===== src/rtl/uart_pkg.sv =====
// Shared UART definitions: frame bit levels, parity selection, FSM state
// encoding (also used by the receiver) and default widths.
package uart_pkg;

    localparam int unsigned PRESCALE_WIDTH_DEF = 6;
    localparam int unsigned DATA_WIDTH_DEF     = 8;

    // Parity type selection (PAR_TYP input)
    localparam logic PAR_EVEN = 1'b0;
    localparam logic PAR_ODD  = 1'b1;

    // Line levels of the framing bits
    localparam logic START_BIT = 1'b0;
    localparam logic STOP_BIT  = 1'b1;

    typedef enum logic [2:0] {
        IDLE   = 3'd0,
        START  = 3'd1,
        DATA   = 3'd2,
        PARITY = 3'd3,
        STOP   = 3'd4
    } uart_state_e;

    // Parity bit from the XOR of the data bits and the selected parity type
    function automatic logic parity_bit(input logic par_typ, input logic data_xor);
        return (par_typ == PAR_ODD) ? ~data_xor : data_xor;
    endfunction

endpackage


===== src/rtl/uart_bit_timer.sv =====
// Per-bit cycle counter: counts 0..P-1 and flags the last cycle of a bit.
// A period of 0 is treated as 1 (terminal count every cycle).
// Ports:
//   i_clk, i_rst_n : clock, async active-low reset
//   i_clear        : hold the count at 0 (priority over i_en)
//   i_en           : advance the count
//   i_period       : cycles per bit
//   o_tc_c         : combinational terminal count (count == P-1)
module uart_bit_timer
    import uart_pkg::*;
#(
    parameter int unsigned WIDTH = PRESCALE_WIDTH_DEF
) (
    input  logic             i_clk,
    input  logic             i_rst_n,
    input  logic             i_clear,
    input  logic             i_en,
    input  logic [WIDTH-1:0] i_period,
    output logic             o_tc_c
);

    logic [WIDTH-1:0] r_count;
    logic [WIDTH-1:0] w_last;

    // Last count value of a bit; period 0 behaves as period 1
    assign w_last = (i_period == '0) ? WIDTH'(0) : (i_period - WIDTH'(1));
    assign o_tc_c = (r_count == w_last);

    always_ff @(posedge i_clk or negedge i_rst_n) begin
        if (!i_rst_n) begin
            r_count <= '0;
        end else if (i_clear) begin
            r_count <= '0;
        end else if (i_en) begin
            r_count <= o_tc_c ? WIDTH'(0) : (r_count + WIDTH'(1));
        end
    end

endmodule


===== src/rtl/uart_tx.sv =====
// UART transmitter: serialises one word per accepted request as
// start(0), data LSB-first, optional parity, stop(1); each bit lasts
// Prescale cycles. TX_OUT and Busy are registered.
// Ports:
//   CLK, RST   : clock, async active-low reset
//   Prescale   : cycles per bit (0 treated as 1), latched at accept
//   PAR_EN     : insert parity bit after data
//   PAR_TYP    : 0 even, 1 odd
//   P_DATA     : word to send, latched at accept
//   Data_Valid : send request, only honoured while idle
//   TX_OUT     : serial line, idles high
//   Busy       : frame in progress
module uart_tx
    import uart_pkg::*;
#(
    parameter int unsigned PRESCALE_WIDTH = PRESCALE_WIDTH_DEF,
    parameter int unsigned DATA_WIDTH     = DATA_WIDTH_DEF
) (
    input  logic                      CLK,
    input  logic                      RST,
    input  logic [PRESCALE_WIDTH-1:0] Prescale,
    input  logic                      PAR_EN,
    input  logic                      PAR_TYP,
    input  logic [DATA_WIDTH-1:0]     P_DATA,
    input  logic                      Data_Valid,
    output logic                      TX_OUT,
    output logic                      Busy
);

    localparam int unsigned IDX_W = (DATA_WIDTH > 1) ? $clog2(DATA_WIDTH) : 1;
    localparam logic [IDX_W-1:0] LAST_IDX = IDX_W'(DATA_WIDTH - 1);

    uart_state_e               r_state, w_state_nxt;
    logic [DATA_WIDTH-1:0]     r_data;
    logic                      r_par_en;
    logic                      r_par_typ;
    logic [PRESCALE_WIDTH-1:0] r_prescale;
    logic [IDX_W-1:0]          r_bit_idx, w_bit_idx_nxt;
    logic [IDX_W-1:0]          w_bit_idx_inc;
    logic                      r_tx, w_tx_nxt;
    logic                      r_busy, w_busy_nxt;
    logic                      w_accept;
    logic                      w_tc;
    logic                      w_parity;

    // Bit timer held at 0 while idle so START begins a fresh bit
    uart_bit_timer #(
        .WIDTH (PRESCALE_WIDTH)
    ) u_bit_timer (
        .i_clk    (CLK),
        .i_rst_n  (RST),
        .i_clear  (r_state == IDLE),
        .i_en     (1'b1),
        .i_period (r_prescale),
        .o_tc_c   (w_tc)
    );

    assign w_parity      = parity_bit(r_par_typ, ^r_data);
    assign w_bit_idx_inc = r_bit_idx + IDX_W'(1);

    // State, bit index and registered line outputs
    always_ff @(posedge CLK or negedge RST) begin
        if (!RST) begin
            r_state   <= IDLE;
            r_bit_idx <= '0;
            r_tx      <= STOP_BIT;
            r_busy    <= 1'b0;
        end else begin
            r_state   <= w_state_nxt;
            r_bit_idx <= w_bit_idx_nxt;
            r_tx      <= w_tx_nxt;
            r_busy    <= w_busy_nxt;
        end
    end

    // Frame settings captured at accept; frozen for the frame in flight
    always_ff @(posedge CLK or negedge RST) begin
        if (!RST) begin
            r_data     <= '0;
            r_par_en   <= 1'b0;
            r_par_typ  <= PAR_EVEN;
            r_prescale <= '0;
        end else if (w_accept) begin
            r_data     <= P_DATA;
            r_par_en   <= PAR_EN;
            r_par_typ  <= PAR_TYP;
            r_prescale <= Prescale;
        end
    end

    // Next state; the line value for the upcoming bit is chosen at the
    // boundary so TX_OUT only changes on bit edges
    always_comb begin
        w_state_nxt   = r_state;
        w_bit_idx_nxt = r_bit_idx;
        w_tx_nxt      = r_tx;
        w_busy_nxt    = r_busy;
        w_accept      = 1'b0;

        case (r_state)
            IDLE: begin
                w_tx_nxt   = STOP_BIT;
                w_busy_nxt = 1'b0;
                if (Data_Valid) begin
                    w_accept      = 1'b1;
                    w_state_nxt   = START;
                    w_bit_idx_nxt = '0;
                    w_tx_nxt      = START_BIT;
                    w_busy_nxt    = 1'b1;
                end
            end
            START: begin
                if (w_tc) begin
                    w_state_nxt   = DATA;
                    w_bit_idx_nxt = '0;
                    w_tx_nxt      = r_data[0];
                end
            end
            DATA: begin
                if (w_tc) begin
                    if (r_bit_idx == LAST_IDX) begin
                        if (r_par_en) begin
                            w_state_nxt = PARITY;
                            w_tx_nxt    = w_parity;
                        end else begin
                            w_state_nxt = STOP;
                            w_tx_nxt    = STOP_BIT;
                        end
                    end else begin
                        w_bit_idx_nxt = w_bit_idx_inc;
                        w_tx_nxt      = r_data[w_bit_idx_inc];
                    end
                end
            end
            PARITY: begin
                if (w_tc) begin
                    w_state_nxt = STOP;
                    w_tx_nxt    = STOP_BIT;
                end
            end
            STOP: begin
                if (w_tc) begin
                    w_state_nxt = IDLE;
                    w_tx_nxt    = STOP_BIT;
                    w_busy_nxt  = 1'b0;
                end
            end
            default: begin
                w_state_nxt = IDLE;
                w_tx_nxt    = STOP_BIT;
                w_busy_nxt  = 1'b0;
            end
        endcase
    end

    assign TX_OUT = r_tx;
    assign Busy   = r_busy;

endmodule


===== config.mk =====
export PLATFORM = sky130hd
export DESIGN_NAME = uart_tx
export DESIGN_NICKNAME = d
export VERILOG_FILES = /design/src/rtl/uart_pkg.sv /design/src/rtl/uart_bit_timer.sv /design/src/rtl/uart_tx.sv
export SDC_FILE = /design/constraint.sdc
export NUM_CORES = 1
export LEC_CHECK = 0
export CORE_UTILIZATION = 50
export DETAILED_ROUTE_END_ITERATION = 7
export DONT_BUFFER_PORTS = 1
export PLACE_DENSITY = 0.7
export SLEW_MARGIN = 30
export SYNTH_ARGS = -nofsm -noshare
export SYNTH_HDL_FRONTEND = slang
export SYNTH_HIERARCHICAL = 1
export SYNTH_SLANG_ARGS = --single-unit

===== constraint.sdc =====
create_clock -name CLK -period 2.81 [get_ports CLK]
set_input_delay 0.843 -clock CLK [delete_from_list [all_inputs] [get_ports CLK]]
set_output_delay 0.843 -clock CLK [all_outputs]
set_load 0.01 [all_outputs]

Yosys cells after proc, flatten, opt, wreduce, memory -nomap -nowiden
Index checks and enable logic that the tools add are counted.
{"block": "word_totals", "ff_bits": 30, "latch_bits": 0, "mem_bits_rw": 0, "mem_bits_ro": 0, "input_bits": 19, "out_inout_bits": 2, "elab_cells": 68, "memories": 0}
{"block": "classes", "addsub": 3, "multipliers": 0, "div": 0, "magnitude_cmp": 1, "n_eq_ne": 14, "n_shift": 0, "mux": 29, "n_bitwise": 2, "n_reduce_logical": 10}
{"cell": "$mux 3", "n": 10}
{"cell": "$mux 6", "n": 3}
{"cell": "$pmux 3 s5", "n": 1}
{"cell": "$mux 1", "n": 11}
{"cell": "$ne 2x1->1 const B", "n": 5}
{"cell": "$pmux 3 s3", "n": 1}
{"cell": "$reduce_xor 8->1", "n": 1}
{"cell": "$add 6x1->6 const B", "n": 1}
{"cell": "$eq 3x2->1 const B", "n": 2}
{"cell": "$eq 3x3->1 const B", "n": 2}
{"cell": "$eq 6x6->1", "n": 1}
{"cell": "$logic_not 6->1", "n": 1}
{"cell": "$ne 2x2->1 const B", "n": 3}
{"cell": "$reduce_and 6->1", "n": 1}
{"cell": "$sub 6x1->6 const B", "n": 1}
{"cell": "$reduce_and 5->1", "n": 1}
{"cell": "$lt 3x4->1 const B", "n": 1}
{"cell": "$pmux 1 s4", "n": 1}
{"cell": "$add 3x1->3 const B", "n": 1}
{"cell": "$bmux 1 s3", "n": 1}
{"cell": "$eq 3x1->1 const B", "n": 1}
{"cell": "$logic_not 3->1", "n": 1}
{"cell": "$pmux 1 s3", "n": 1}
{"cell": "$reduce_and 3->1", "n": 1}
{"cell": "5 further kinds", "n": 6}

Logic depth before layout (Yosys ltp)
{"block": "logic_depth", "word_depth": 7, "depth_mapped": 11, "depth_no_buf": 11}

By module
The synthesis kept the hierarchy.
{"mod": "uart_tx", "instances": 1, "cells_each": 113, "area_per_inst_um2": 1273.7, "seq_area_each_um2": 601.8}
{"mod": "uart_bit_timer", "instances": 1, "cells_each": 63, "area_per_inst_um2": 534.3, "seq_area_each_um2": 150.1}

Worst setup path before layout
OpenSTA, ideal clock, no wires.
{"block": "synth_timing", "kind": "register -> register", "startpoint": "reg r_prescale[3]", "endpoint": "reg r_bit_idx[1]", "setup_ps": 83, "t_arrival_ps": 2342, "t_required_ps": 2727, "slack_ps": 385, "path_stages_with_launch": 10, "path_buffers": 0, "period_less_slack_ps": 2425, "path_cell_list": "dfrtp_1 > or4_4 > o21a_1 > nor3_1 > o211ai_2 > nor2_2 > nand2_1 > a2111oi_2 > nand2_1 > o21ai_0"}
{"block": "synth_between", "elab_chain_cells": 5, "elab_cells_between_ends": 7, "cone_classes": "add/sub: 1; eq/ne: 3; mux: 1; reduce/logical: 2"}
{"item": "start: declaration", "line_no": "uart_tx.sv:37", "rtl": "logic [PRESCALE_WIDTH-1:0] r_prescale;"}
{"item": "start signal: assignment", "line_no": "uart_tx.sv:87", "rtl": "r_prescale <= Prescale;"}
{"item": "$sub 6x1->6 / $logic_not 6->1 (equally long branches)", "line_no": "uart_bit_timer.sv:26", "rtl": "assign w_last = (i_period == '0) ? WIDTH'(0) : (i_period - WIDTH'(1));"}
{"item": "$mux 6 (*)", "line_no": "uart_bit_timer.sv:26"}
{"item": "$eq 6x6->1 (*)", "line_no": "uart_bit_timer.sv:27", "rtl": "assign o_tc_c = (r_count == w_last);"}
{"item": "via w_tc", "line_no": "uart_tx.sv:43", "rtl": "logic w_tc;"}
{"item": "$ne 2x1->1 (no source line)"}
{"item": "$reduce_and 5->1 (no source line) (*)"}
{"item": "end signal: assignment", "line_no": "uart_tx.sv:70", "rtl": "r_bit_idx <= w_bit_idx_nxt;"}
{"item": "end: declaration", "line_no": "uart_tx.sv:38", "rtl": "logic [IDX_W-1:0] r_bit_idx, w_bit_idx_nxt;"}
The timed path passes the listed nets; every way through them passes the cells marked *.
A chain may end at the register's enable or synchronous reset.

Final worst setup path
{"block": "layout_timing", "startpoint": "reg r_prescale[3]", "endpoint": "reg r_tx (netlist: TX_OUT)"}
{"block": "layout_between", "elab_chain_cells": 5, "elab_cells_between_ends": 8, "cone_classes": "add/sub: 1; eq/ne: 4; mux: 1; reduce/logical: 2"}
{"item": "$sub 6x1->6 / $logic_not 6->1 (equally long branches)", "line_no": "uart_bit_timer.sv:26"}
{"item": "$mux 6 (*)", "line_no": "uart_bit_timer.sv:26"}
{"item": "$eq 6x6->1 (*)", "line_no": "uart_bit_timer.sv:27"}
{"item": "via w_tc", "line_no": "uart_tx.sv:43"}
{"item": "$ne 2x1->1 (no source line)"}
{"item": "$reduce_and 3->1 (no source line) (*)"}
{"item": "end signal: assignment", "line_no": "uart_tx.sv:71", "rtl": "r_tx <= w_tx_nxt;"}
{"item": "end: declaration", "line_no": "uart_tx.sv:40", "rtl": "logic r_tx, w_tx_nxt;"}
Marked as above.

==> flow_summary.toml <==
[setup_path]
slowest_stage = "sky130_fd_sc_hd__or4_4"
critical_path.cell_chain = "or4_4 > o21a_1 > o21a_1 > o211ai_2 > nor2_2 > buf_4 > and3_1 > a32o_1 > a31oi_1 > a21o_1"
setup.worst_path.end_class = "flop"
worst-r2r-cell-count = 10
regToRegEndpoint = "TX_OUT"
crit-reg2reg-launch = "r_prescale[3]"
ff2ff_setup_slack_ps = 250
timing.critical_path.mode_cell = "sky130_fd_sc_hd__o21a_1"
cp_slowest_stage_delay_ps = 560
timing.critical_path.from_type = "flop"
data_required_time_at_the_worst_endpoint_ps = 3080
cp.arrival_ps = 2830
critical_path_peak_fanout = 8
timing_worst_setup_path_type = "reg -> reg"

[timing]
grt_setup_unrepaired = "no"
timing.final.crit_period_ps = 2560
max_clock_freq_mhz = 391
final_hold_viols = 0
fin_setup_tns_ps = 0
final.setup_skew_ps = 10.3
max-slew-margin-rel_pct = 49.4
min_period_over_period_pct = 91.0
max_slew.worst_pin.slew_ps = 759
setup_violations_final = 0
report.final.slew_viol_count = 0

[floorplan]
die_footprint_mm2 = 0.00386
die_y_um = 62.1
design.core.area_mm2 = 0.00339
start_util_pct = 53.3
horizontal_die_dimension_um = 62.1
io_pins = 21
rows = 21

[synth]
post_synth_most_frequent_cells = "sky130_fd_sc_hd__dfrtp_1 (29), sky130_fd_sc_hd__mux2_2 (16), sky130_fd_sc_hd__o21ai_0 (10), sky130_fd_sc_hd__nor2_1 (9), sky130_fd_sc_hd__nand2_1 (8)"
number_of_storage_elements_in_the_synthesis_netlist = 30
proportion_of_synthesized_flip_flops_having_asynchronous_set_or_reset_pct = 100
number_of_synthesized_flops_with_an_enable_pin = 0
synthMostInstantiatedCell = "sky130_fd_sc_hd__dfrtp_1"
syn_inst = 176
synth-main-ff-cell = "sky130_fd_sc_hd__dfrtp_1"
synth_largest_area_cell = "sky130_fd_sc_hd__dfrtp_1"
synth_seq_area_share_pct = 41.6
synthesis.area_mm2 = 0.00181
synth_top_area_share_pct = 40.1
synth-warning-count = 6
syn-mean-instance-area_um2 = 10.3
library_cells_used_by_synthesis = 48
synth_area_leaders = "sky130_fd_sc_hd__dfrtp_1 (40%), sky130_fd_sc_hd__mux2_2 (10%), sky130_fd_sc_hd__xnor2_1 (3.4%), sky130_fd_sc_hd__xor2_1 (3.4%), sky130_fd_sc_hd__ha_1 (2.8%)"

[placed_design]
detailed_place_hpwl_um = 2450
weighted_congestion_reported_at_the_end_of_routability_driven_placement = 1.01
buffer_ports.inserted = 0

[global_routing]
grt_pass1_vias = 1318
grt_first_pass_wirelength_um = 5750
antenna_found_initial = 0
grt_resource_usage_total_pct = 19.0
grt_overflow = 0
grt_start_max_net_pins = 31

[clock_tree]
cts.sink_count = 30
ctsHtreeMaxLevel = 2
clock-root-buffer = "sky130_fd_sc_hd__clkbuf_4"
cts.repair_timing.setup_buffer_count = 0
clk_pin_slew_ps = 100
cts-buffers-inserted = 5
post_cts_hold_fix_bufs = 0
clock_insertion_delay_worst_skew_ps = 330
cts_resized = 0
cts_tree = "yes"
cts_max_path_buffers = 2

[cells_and_area]
drive_gt1_share_pct = 18.3
fin_nets = 202
layout-area-overhead-vs-synth_pct = 4.91
insertedDiodeCount = 0

[drt]
postRouteWirelength_um = 3220
detailed_routing_iterations_pass_1 = 4
iter_0_drt_violations = 51
total_vias_in_the_final_route = 1287
final_antenna_net_count = 0
drt-wirelength-per-cell_um = 14.2
remaining_drc_errors = 0
viasPerCell = 5.69

[flow_run]
drv_cap = 0

[status]
status = "complete, no violations"

[pwr]
max_ir_drop_vdd_mv = 0.472
total_power_after_layout_w = 0.00204
power_leakage_nw = 0.765
total_power_density_per_cell_area_mw_per_mm2 = 1070

[worst_hold_path]
hold_path.class = "in -> async"
-- layer usage --
metal	up-vias	GRT usage, %	part of all wire, %
li1	637	-	-
met1	623	23.3	44
met2	20	31.2	50
met3	7	5.51	3.8
met4	0	7.85	2.2
met5	-	0	0
-- worst max-delay path by stage --
stage	startpoint	slack [ps]	to
floorplan	r_prescale[3]	390	r_bit_idx[1]
global placement	r_prescale[0]	330	r_bit_idx[1]
detailed placement	r_prescale[3]	290	TX_OUT
CTS	r_prescale[3]	250	TX_OUT
global route	r_prescale[0]	10	r_bit_idx[2]
finish	r_prescale[3]	250	TX_OUT
-- layout make-up --
class,instances,area (um^2)
clock buffers,6,51.3
clock inverters,2,12.5
fillers,274,1490
inverters,7,26.3
multi-input cells,133,982
flip-flops and latches,30,752
well taps,46,57.6
repair buffers,2,15.0
-- state kept, by name, summed over array words and instances, names as in the netlist --
name                 cells
r_bit_idx                3
r_data                   8
r_par_en                 1
Busy                     1
r_prescale               6
r_par_typ                1
r_state                  3
u_bit_timer/r_count      6
TX_OUT                   1
-- cell families after synthesis --
family                     Yosys count  synth area share [%]
adders and majority gates            4                  2.77
xor gates and xnor gates            15                  8.03
and+or+nand+nor                     52                  16.0
DFF                                 30                  41.6
buffers and inverters               14                  4.29
muxes                               21                  12.7
other                                1                 0.207
AOI/OAI and AO/OA                   39                  14.4
-- where the power goes --
part	switching (W)	total, W	internal, W
logic	0.000414	0.000924	0.000510
registers	0.000228	0.000840	0.000613
clock network	0.000151	0.000271	0.000120
-- stage by stage --
stage / hold slack [ps] / cells / area, um^2 / utilization (%) / setup slack (ps)
final: 189 / 226 / 1900 / 56.0 / 253
after global routing: 158 / 226 / 1900 / 56.0 / 11.6
after CTS: 175 / 226 / 1900 / 56.0 / 254
after detailed placement: 543 / 218 / 1830 / 54.1 / 292
after global placement: 518 / 218 / 1830 / 54.1 / 332
after floorplan: 502 / 177 / 1810 / - / 385
-- cells in the final DEF (no fill, tap or decap), drive strengths merged, types with 2 or more instances in the layout --
master	n
a211oi	3
a21o	2
a21oi	7
buf	2
clkbuf	6
conb	2
dfrtp	29
ha	4
inv	7
mux2	16
mux2i	5
nand2	8
nand2b	7
nand3	3
nand3b	3
nand4	3
nor2	10
nor2b	4
nor3	5
nor4	2
o211ai	3
o21a	4
o21ai	12
or3	2
xnor2	7
xor2	7
-- worst max-delay path, delay by kind of cell, from the launching register on --
family	cells	cell delay, ps
and+or+nand+nor	3	840
DFF	1	440
buffers and inverters	1	180
AOI/OAI and AO/OA	6	1030
Power figures use the tool's default switching activity.
